### src/rtl/tmu2_pkg.sv
// rtl/tmu2_pkg.sv - shared constants and packed-channel helper for the TMU2 hdivops stage
package tmu2_pkg;

  localparam int NCH_DEF = 2;
  localparam int TW_DEF  = 18;
  localparam int XW_DEF  = 12;

  // LSB position of channel k inside a packed NCH*tw vector
  function automatic int chan_lsb(input int k, input int tw);
    return k * tw;
  endfunction

endpackage

### src/rtl/tmu2_hdivops_mc_if.sv
// rtl/tmu2_hdivops_mc_if.sv - stb/ack pipeline bus into and out of tmu2_hdivops_mc
interface tmu2_hdivops_mc_if
  import tmu2_pkg::*;
#(
  parameter int NCH = NCH_DEF,
  parameter int TW  = TW_DEF,
  parameter int XW  = XW_DEF
);

  logic                pipe_stb_i;
  logic                pipe_ack_o;
  logic [XW-1:0]       x;
  logic [XW-1:0]       y;
  logic [NCH*TW-1:0]   ts;
  logic [NCH*TW-1:0]   te;
  logic                pipe_stb_o;
  logic                pipe_ack_i;
  logic [XW-1:0]       x_f;
  logic [XW-1:0]       y_f;
  logic [NCH*TW-1:0]   ts_f;
  logic [NCH-1:0]      diff_positive;
  logic [NCH*TW-1:0]   diff;
  logic [NCH-1:0]      diff_zero;

  modport slave (
    input  pipe_stb_i, x, y, ts, te, pipe_ack_i,
    output pipe_ack_o, pipe_stb_o, x_f, y_f, ts_f, diff_positive, diff, diff_zero
  );

  modport master (
    output pipe_stb_i, x, y, ts, te, pipe_ack_i,
    input  pipe_ack_o, pipe_stb_o, x_f, y_f, ts_f, diff_positive, diff, diff_zero
  );

endinterface

### src/rtl/tmu2_hdivops_chan.sv
// rtl/tmu2_hdivops_chan.sv - one coordinate channel: compare and subtract in S1, magnitude select in S2
module tmu2_hdivops_chan
  import tmu2_pkg::*;
#(
  parameter int TW = TW_DEF
) (
  input  logic          clk,
  input  logic          rst_n,
  input  logic          s1_load,
  input  logic          s2_load,
  input  logic [TW-1:0] ts,
  input  logic [TW-1:0] te,
  output logic          diff_positive,
  output logic [TW-1:0] diff,
  output logic          diff_zero
);

  logic          gt_q, gt_d;
  logic [TW:0]   dpos_q, dpos_d;
  logic [TW:0]   dneg_q, dneg_d;
  logic          dp_q, dp_d;
  logic [TW-1:0] diff_q, diff_d;
  logic          dz_q, dz_d;
  logic [TW:0]   mag;

  always_comb begin
    gt_d   = gt_q;
    dpos_d = dpos_q;
    dneg_d = dneg_q;
    dp_d   = dp_q;
    diff_d = diff_q;
    dz_d   = dz_q;
    // TW+1 bits hold any difference of two TW-bit signed values without overflow
    mag    = gt_q ? dpos_q : dneg_q;
    if (s1_load) begin
      gt_d   = $signed(te) > $signed(ts);
      dpos_d = {te[TW-1], te} - {ts[TW-1], ts};
      dneg_d = {ts[TW-1], ts} - {te[TW-1], te};
    end
    if (s2_load) begin
      dp_d   = gt_q;
      diff_d = mag[TW-1:0];
      dz_d   = (mag == '0);
    end
  end

  always_ff @(posedge clk or negedge rst_n) begin
    if (!rst_n) begin
      gt_q   <= 1'b0;
      dpos_q <= '0;
      dneg_q <= '0;
      dp_q   <= 1'b0;
      diff_q <= '0;
      dz_q   <= 1'b0;
    end else begin
      gt_q   <= gt_d;
      dpos_q <= dpos_d;
      dneg_q <= dneg_d;
      dp_q   <= dp_d;
      diff_q <= diff_d;
      dz_q   <= dz_d;
    end
  end

  assign diff_positive = dp_q;
  assign diff          = diff_q;
  assign diff_zero     = dz_q;

endmodule

### src/rtl/tmu2_hdivops_mc.sv
// rtl/tmu2_hdivops_mc.sv - multi-channel hdivops operand stage; TMU2_HDIVOPS_STATS_EN adds delivery counters
module tmu2_hdivops_mc
  import tmu2_pkg::*;
#(
  parameter int NCH = NCH_DEF,
  parameter int TW  = TW_DEF,
  parameter int XW  = XW_DEF
) (
  input  logic               sys_clk,
  input  logic               sys_rst_n,
  tmu2_hdivops_mc_if.slave   bus,
  output logic               busy
`ifdef TMU2_HDIVOPS_STATS_EN
  ,
  input  logic               stats_clr,
  output logic [31:0]        vertex_count,
  output logic [31:0]        zero_count
`endif
);

  logic              s1_valid_q, s1_valid_d;
  logic              s2_valid_q, s2_valid_d;
  logic [XW-1:0]     x_s1_q, x_s1_d, y_s1_q, y_s1_d;
  logic [NCH*TW-1:0] ts_s1_q, ts_s1_d;
  logic [XW-1:0]     x_f_q, x_f_d, y_f_q, y_f_d;
  logic [NCH*TW-1:0] ts_f_q, ts_f_d;
  logic              s2_free, s1_adv, accept;

  // Accept and advance may coincide, so a full pipe still moves one vertex per cycle
  always_comb begin
    s2_free    = ~s2_valid_q | bus.pipe_ack_i;
    s1_adv     = s1_valid_q & s2_free;
    accept     = bus.pipe_stb_i & (~s1_valid_q | s2_free);
    s1_valid_d = accept | (s1_valid_q & ~s2_free);
    s2_valid_d = s1_adv | (s2_valid_q & ~bus.pipe_ack_i);
    x_s1_d     = accept ? bus.x  : x_s1_q;
    y_s1_d     = accept ? bus.y  : y_s1_q;
    ts_s1_d    = accept ? bus.ts : ts_s1_q;
    x_f_d      = s1_adv ? x_s1_q  : x_f_q;
    y_f_d      = s1_adv ? y_s1_q  : y_f_q;
    ts_f_d     = s1_adv ? ts_s1_q : ts_f_q;
  end

  always_ff @(posedge sys_clk or negedge sys_rst_n) begin
    if (!sys_rst_n) begin
      s1_valid_q <= 1'b0;
      s2_valid_q <= 1'b0;
      x_s1_q     <= '0;
      y_s1_q     <= '0;
      ts_s1_q    <= '0;
      x_f_q      <= '0;
      y_f_q      <= '0;
      ts_f_q     <= '0;
    end else begin
      s1_valid_q <= s1_valid_d;
      s2_valid_q <= s2_valid_d;
      x_s1_q     <= x_s1_d;
      y_s1_q     <= y_s1_d;
      ts_s1_q    <= ts_s1_d;
      x_f_q      <= x_f_d;
      y_f_q      <= y_f_d;
      ts_f_q     <= ts_f_d;
    end
  end

  for (genvar k = 0; k < NCH; k++) begin : g_chan
    localparam int LSB = chan_lsb(k, TW);
    tmu2_hdivops_chan #(.TW(TW)) u_chan (
      .clk           (sys_clk),
      .rst_n         (sys_rst_n),
      .s1_load       (accept),
      .s2_load       (s1_adv),
      .ts            (bus.ts[LSB +: TW]),
      .te            (bus.te[LSB +: TW]),
      .diff_positive (bus.diff_positive[k]),
      .diff          (bus.diff[LSB +: TW]),
      .diff_zero     (bus.diff_zero[k])
    );
  end

  assign bus.pipe_ack_o = ~s1_valid_q | s2_free;
  assign bus.pipe_stb_o = s2_valid_q;
  assign bus.x_f        = x_f_q;
  assign bus.y_f        = y_f_q;
  assign bus.ts_f       = ts_f_q;
  assign busy           = s1_valid_q | s2_valid_q;

`ifdef TMU2_HDIVOPS_STATS_EN
  logic [31:0] vcnt_q, vcnt_d, zcnt_q, zcnt_d;
  logic        deliver;

  // Counters saturate; clear wins over a coincident delivery
  always_comb begin
    deliver = s2_valid_q & bus.pipe_ack_i;
    vcnt_d  = vcnt_q;
    zcnt_d  = zcnt_q;
    if (stats_clr) begin
      vcnt_d = '0;
      zcnt_d = '0;
    end else if (deliver) begin
      if (vcnt_q != '1) vcnt_d = vcnt_q + 32'd1;
      if ((|bus.diff_zero) && (zcnt_q != '1)) zcnt_d = zcnt_q + 32'd1;
    end
  end

  always_ff @(posedge sys_clk or negedge sys_rst_n) begin
    if (!sys_rst_n) begin
      vcnt_q <= '0;
      zcnt_q <= '0;
    end else begin
      vcnt_q <= vcnt_d;
      zcnt_q <= zcnt_d;
    end
  end

  assign vertex_count = vcnt_q;
  assign zero_count   = zcnt_q;
`endif

endmodule

### src/flat_wrapper.sv
// flat-port wrapper written by rule: the top's interface ports become plain ports
module tmu2_hdivops_mc_flat import tmu2_pkg::*;
#(
  parameter int NCH = NCH_DEF,
  parameter int TW  = TW_DEF,
  parameter int XW  = XW_DEF
)
  (sys_clk, sys_rst_n, busy, bus_pipe_stb_i, bus_x, bus_y, bus_ts, bus_te, bus_pipe_ack_i, bus_pipe_ack_o, bus_pipe_stb_o, bus_x_f, bus_y_f, bus_ts_f, bus_diff_positive, bus_diff, bus_diff_zero);
  tmu2_hdivops_mc_if #(.NCH(NCH), .TW(TW), .XW(XW)) bus_i ();
  input  logic sys_clk;
  input  logic sys_rst_n;
  output logic busy;
  input wire logic [$bits(bus_i.pipe_stb_i)-1:0] bus_pipe_stb_i;
  input wire logic [$bits(bus_i.x)-1:0] bus_x;
  input wire logic [$bits(bus_i.y)-1:0] bus_y;
  input wire logic [$bits(bus_i.ts)-1:0] bus_ts;
  input wire logic [$bits(bus_i.te)-1:0] bus_te;
  input wire logic [$bits(bus_i.pipe_ack_i)-1:0] bus_pipe_ack_i;
  output wire logic [$bits(bus_i.pipe_ack_o)-1:0] bus_pipe_ack_o;
  output wire logic [$bits(bus_i.pipe_stb_o)-1:0] bus_pipe_stb_o;
  output wire logic [$bits(bus_i.x_f)-1:0] bus_x_f;
  output wire logic [$bits(bus_i.y_f)-1:0] bus_y_f;
  output wire logic [$bits(bus_i.ts_f)-1:0] bus_ts_f;
  output wire logic [$bits(bus_i.diff_positive)-1:0] bus_diff_positive;
  output wire logic [$bits(bus_i.diff)-1:0] bus_diff;
  output wire logic [$bits(bus_i.diff_zero)-1:0] bus_diff_zero;
  assign bus_i.pipe_stb_i = bus_pipe_stb_i;
  assign bus_i.x = bus_x;
  assign bus_i.y = bus_y;
  assign bus_i.ts = bus_ts;
  assign bus_i.te = bus_te;
  assign bus_i.pipe_ack_i = bus_pipe_ack_i;
  assign bus_pipe_ack_o = bus_i.pipe_ack_o;
  assign bus_pipe_stb_o = bus_i.pipe_stb_o;
  assign bus_x_f = bus_i.x_f;
  assign bus_y_f = bus_i.y_f;
  assign bus_ts_f = bus_i.ts_f;
  assign bus_diff_positive = bus_i.diff_positive;
  assign bus_diff = bus_i.diff;
  assign bus_diff_zero = bus_i.diff_zero;
  tmu2_hdivops_mc #(.NCH(NCH), .TW(TW), .XW(XW)) u_core (.sys_clk(sys_clk), .sys_rst_n(sys_rst_n), .bus(bus_i), .busy(busy));
endmodule
### config.mk
export PLATFORM = sky130hd
export DESIGN_NAME = tmu2_hdivops_mc_flat
export DESIGN_NICKNAME = d
export VERILOG_FILES = /design/src/rtl/tmu2_pkg.sv /design/src/rtl/tmu2_hdivops_mc_if.sv /design/src/rtl/tmu2_hdivops_chan.sv /design/src/rtl/tmu2_hdivops_mc.sv /design/src/flat_wrapper.sv
export SDC_FILE = /design/constraint.sdc
export NUM_CORES = 1
export LEC_CHECK = 0
export BUFFER_PORTS_ARGS = -buffer_cell sky130_fd_sc_hd__buf_2
export CAP_MARGIN = 10
export CELL_PAD_IN_SITES_DETAIL_PLACEMENT = 1
export CELL_PAD_IN_SITES_GLOBAL_PLACEMENT = 2
export CORE_UTILIZATION = 30
export DETAILED_ROUTE_END_ITERATION = 16
export PLACE_DENSITY = 0.72
export SKIP_CTS_REPAIR_TIMING = 1
export SLEW_MARGIN = 20
export SYNTH_ARGS = -nofsm -noshare
export SYNTH_HDL_FRONTEND = slang
export SYNTH_SLANG_ARGS = --single-unit
### constraint.sdc
create_clock -name sys_clk -period 2.15 [get_ports sys_clk]
set_clock_uncertainty 0.05 [all_clocks]
set_input_delay 0.1075 -clock sys_clk [delete_from_list [all_inputs] [get_ports sys_clk]]
set_output_delay 0.1075 -clock sys_clk [all_outputs]
set_load 0.02 [all_outputs]
==> results by group <==
Status
  • Outcome: completed

GRT
  • Met1 Use GR: 29.7%
  • Global-route wire length before repair: 68.1 mm
  • Met3 Resource Use GR: 2.83%
  • Vias in the first global route: 11.9k
  • Grt total ovfl: 0
  • Largest net degree at the start of global routing: 73
  • Initial antenna violation count: 0
  • Busiest grt layer: met1
  • Global Route Usage Sum: 19.4%
  • Grt met2 use: 28.8%

Floorplanning
  • Initial Util: 30.5%
  • Core Region: 43,200 um2
  • I/O pin cnt: 203
  • Die width: 212 um
  • FP Rows: 76
  • Die Ht: 212 um
  • Die area: 44,800 um2

STA
  • Fin crit share: 96.3%
  • Measured slew at the worst slew-check pin: 581 ps
  • RSZ-0062 raised after global routing: false
  • Slew HR: 60.3%
  • Final setup vio count: 0
  • Final Critical Period: 2070 ps
  • Final Max Tran Viols: 0
  • Fmax achieved: 483 MHz
  • Fin. Hold Viols: 0
  • Setup TNS: 0 ps

Yosys
  • Seq/Total Area, Yosys: 45.2%
  • Mapped Cells: 1,414
  • Syn_area_per_cell: 9.32 um2
  • Synth top area cells: dfrtp_1 (45%), nand2_1 (7.3%), ha_1 (6.8%)
  • Post-synth ARST share: 100%
  • Yosys reg bits: 238
  • YS warnings: 0
  • Synthesized area: 13,200 um2
  • Ys flop type: dfrtp_1
  • Number of synthesized flops with an enable pin: 0
  • Syn nets: 1,590
  • Post-synthesis cell type count: 68
  • Synth top area share: 45.2%
  • Leading area contributor after synthesis: dfrtp_1

Route
  • Routed WL: 43.3 mm
  • First-pass DRT Iterations: 5
  • Initial DRC count: 570
  • Wire length per cell: 18.2 um
  • Drt drc: 0
  • Detail Route Antenna Nets: 0
  • Via density: 4.81
  • Vias: 11.4k

Critical path
  • R2r endpoint: u_core.g_chan[1].u_chan.diff_zero
  • Worst-path fanout max: 2
  • Worst reg-to-reg path cell count: 6
  • Crit Path Class: in -> reg
  • CP Launch Point: bus_ts[31]
  • Critical Path AT: 2470 ps
  • Crit end category: flip-flop
  • Critical Path End: u_core.g_chan[1].u_chan.dpos_q[17]
  • Worst EP required: 2550 ps
  • Reg2reg setup slack: 250 ps
  • Worst R2R Start: u_core.g_chan[1].u_chan.dpos_q[10]
  • Startpoint types: input pin

Worst hold path
  • Hold WC Path Type: in -> reg

Layout
  • Core Util, Final: 40.7%
  • Commonest non-fill, non-tap cell in the layout: nand2_1
  • Fin nets: 1,939
  • Share of post-route cells with drive strength above 1: 26.5%
  • Layout area overhead: 33.1%
  • # diodes: 0
  • Number of fill cells: 5,033
  • Most frequent cells in the layout: nand2_1 (254), dfrtp_1 (238), buf_2 (201), o21ai_0 (165), buf_4 (124)

CTS
  • TritonCTS clock tree: built
  • Worst-Skew Late Latency: 580 ps
  • H-tree depth: 1
  • Clock Root Buffer: clkbuf_16
  • Clock Path Buffers: 3
  • Sink Count: 238
  • Inserted Clock Buffers: 30
  • Clock-pin slew on the worst setup and hold paths: 60 ps

Pwr
  • Pleak: 0.00861 uW
  • Worst VDD drop: 0.614 mV
  • PwrDens: 958 nW/um2

Place
  • Number of port buffers: 202
  • Post-DP HPWL: 33.1 mm
  • Final Wtd Congestion: 0.845

Job
  • Max_cap viols: 0
-- sequential cells by signal (all words and copies together) (netlist names) --
signal	count
u_core.g_chan.u_chan.diff	36
u_core.bus.pipe_stb_o	1
u_core.g_chan.u_chan.gt_q	2
u_core.s1_valid_q	1
u_core.g_chan.u_chan.diff_positive	2
u_core.bus.x_f	12
u_core.g_chan.u_chan.diff_zero	2
u_core.x_s1_q	12
u_core.y_s1_q	12
u_core.ts_s1_q	36
u_core.bus.y_f	12
u_core.g_chan.u_chan.dpos_q	38
u_core.bus.ts_f	36
u_core.g_chan.u_chan.dneg_q	36
-- layout make-up --
type | instances | area (um2) | area share (%)
well taps | 585 | 732 | 4.17
multi-input cells | 1005 | 6530 | 37.2
inverters | 84 | 315 | 1.80
repair buffers | 404 | 2820 | 16.1
flip-flops and latches | 238 | 5960 | 33.9
clock buffers | 36 | 835 | 4.75
clock inverters | 20 | 359 | 2.05
-- synth_stat cells (all sizes together) (4+ instances only) --
cell and count:
mux2 66, a21boi 5, nand2 256, nand4 17, o31ai 10, a211oi 9, a22oi 5, o21bai 8
o21ai 169, xor2 23, and2 7, a21o 16, nand3 20, ha 72, inv 84, nor4 11
fa 4, nor3 19, nand2b 21, mux2i 39, a2111oi 4, nor2 48, o21a 4, nor2b 6
or3 4, a211o 5, a31oi 7, clkbuf 48, buf 39, dfrtp 238, and3 6, a21oi 74
o211ai 5, or4 7, xnor2 20
-- critical path, cell delays in order --
cell           delay, ps
dlygate4sd3_1        530
buf_2                140
ha_1                 290
nand4_1              230
or4_4                600
o21ba_1              180
o21ai_1              140
xnor2_1              160
o21ai_1               80
-- metrics by stage --
stage	hold slack (ps)	power (uW)	instance area, um2	instances	setup WS [ps]
final	6.39	16800	17600	2372	79.4
after global placement	53.2	10600	15700	2247	-249
after floorplan	-238	8720	13200	1414	54.6
after detailed placement	51.4	10800	15700	2247	-326
after CTS	-572	17000	16900	2303	256
after global routing	56.1	17800	17600	2372	16.1
-- report_power, final --
part / switching, uW / leakage (uW) / total (uW) / internal, uW
Combinational: 2730 / 0.00510 / 4620 / 1890
Clock: 2130 / 0.000585 / 6080 / 3950
Sequential: 657 / 0.00292 / 6110 / 5460
Total: 5520 / 0.00861 / 16800 / 11300
-- worst min-delay path by stage --
stage               startpoint                                 end  slack [ps]  cells past startpoint
finish              bus_te[16]  u_core.g_chan[0].u_chan.dpos_q[18]           6                      5
global route         sys_rst_n                  u_core.ts_s1_q[17]          60                      2
CTS                  sys_rst_n                  u_core.ts_s1_q[17]        -570                      1
detailed placement   sys_rst_n                 u_core.bus.ts_f[22]          50                      1
global placement     sys_rst_n                 u_core.bus.ts_f[23]          50                      1
floorplan            sys_rst_n               u_core.bus.pipe_stb_o        -240                      0
-- cell families (layout without fill, tap and decap cells) --
group	count (synthesis)	in the layout	synth area share [%]
AOI/OAI and AO/OA	347	347	15.7
xor gates and xnor gates	43	43	2.86
adders and majority gates	76	76	7.44
buffers and inverters	171	544	5.39
DFF	238	238	45.2
muxes	105	105	8.60
and+or+nand+nor	434	434	14.8
-- routing by layer --
layer	wire [um]	share of wire, %
met1	22300	52
met2	18400	43
met3	1900	4.4
met4	586	1.4
met5	0	0
Note: power is estimated with default switching activity, not from simulation.
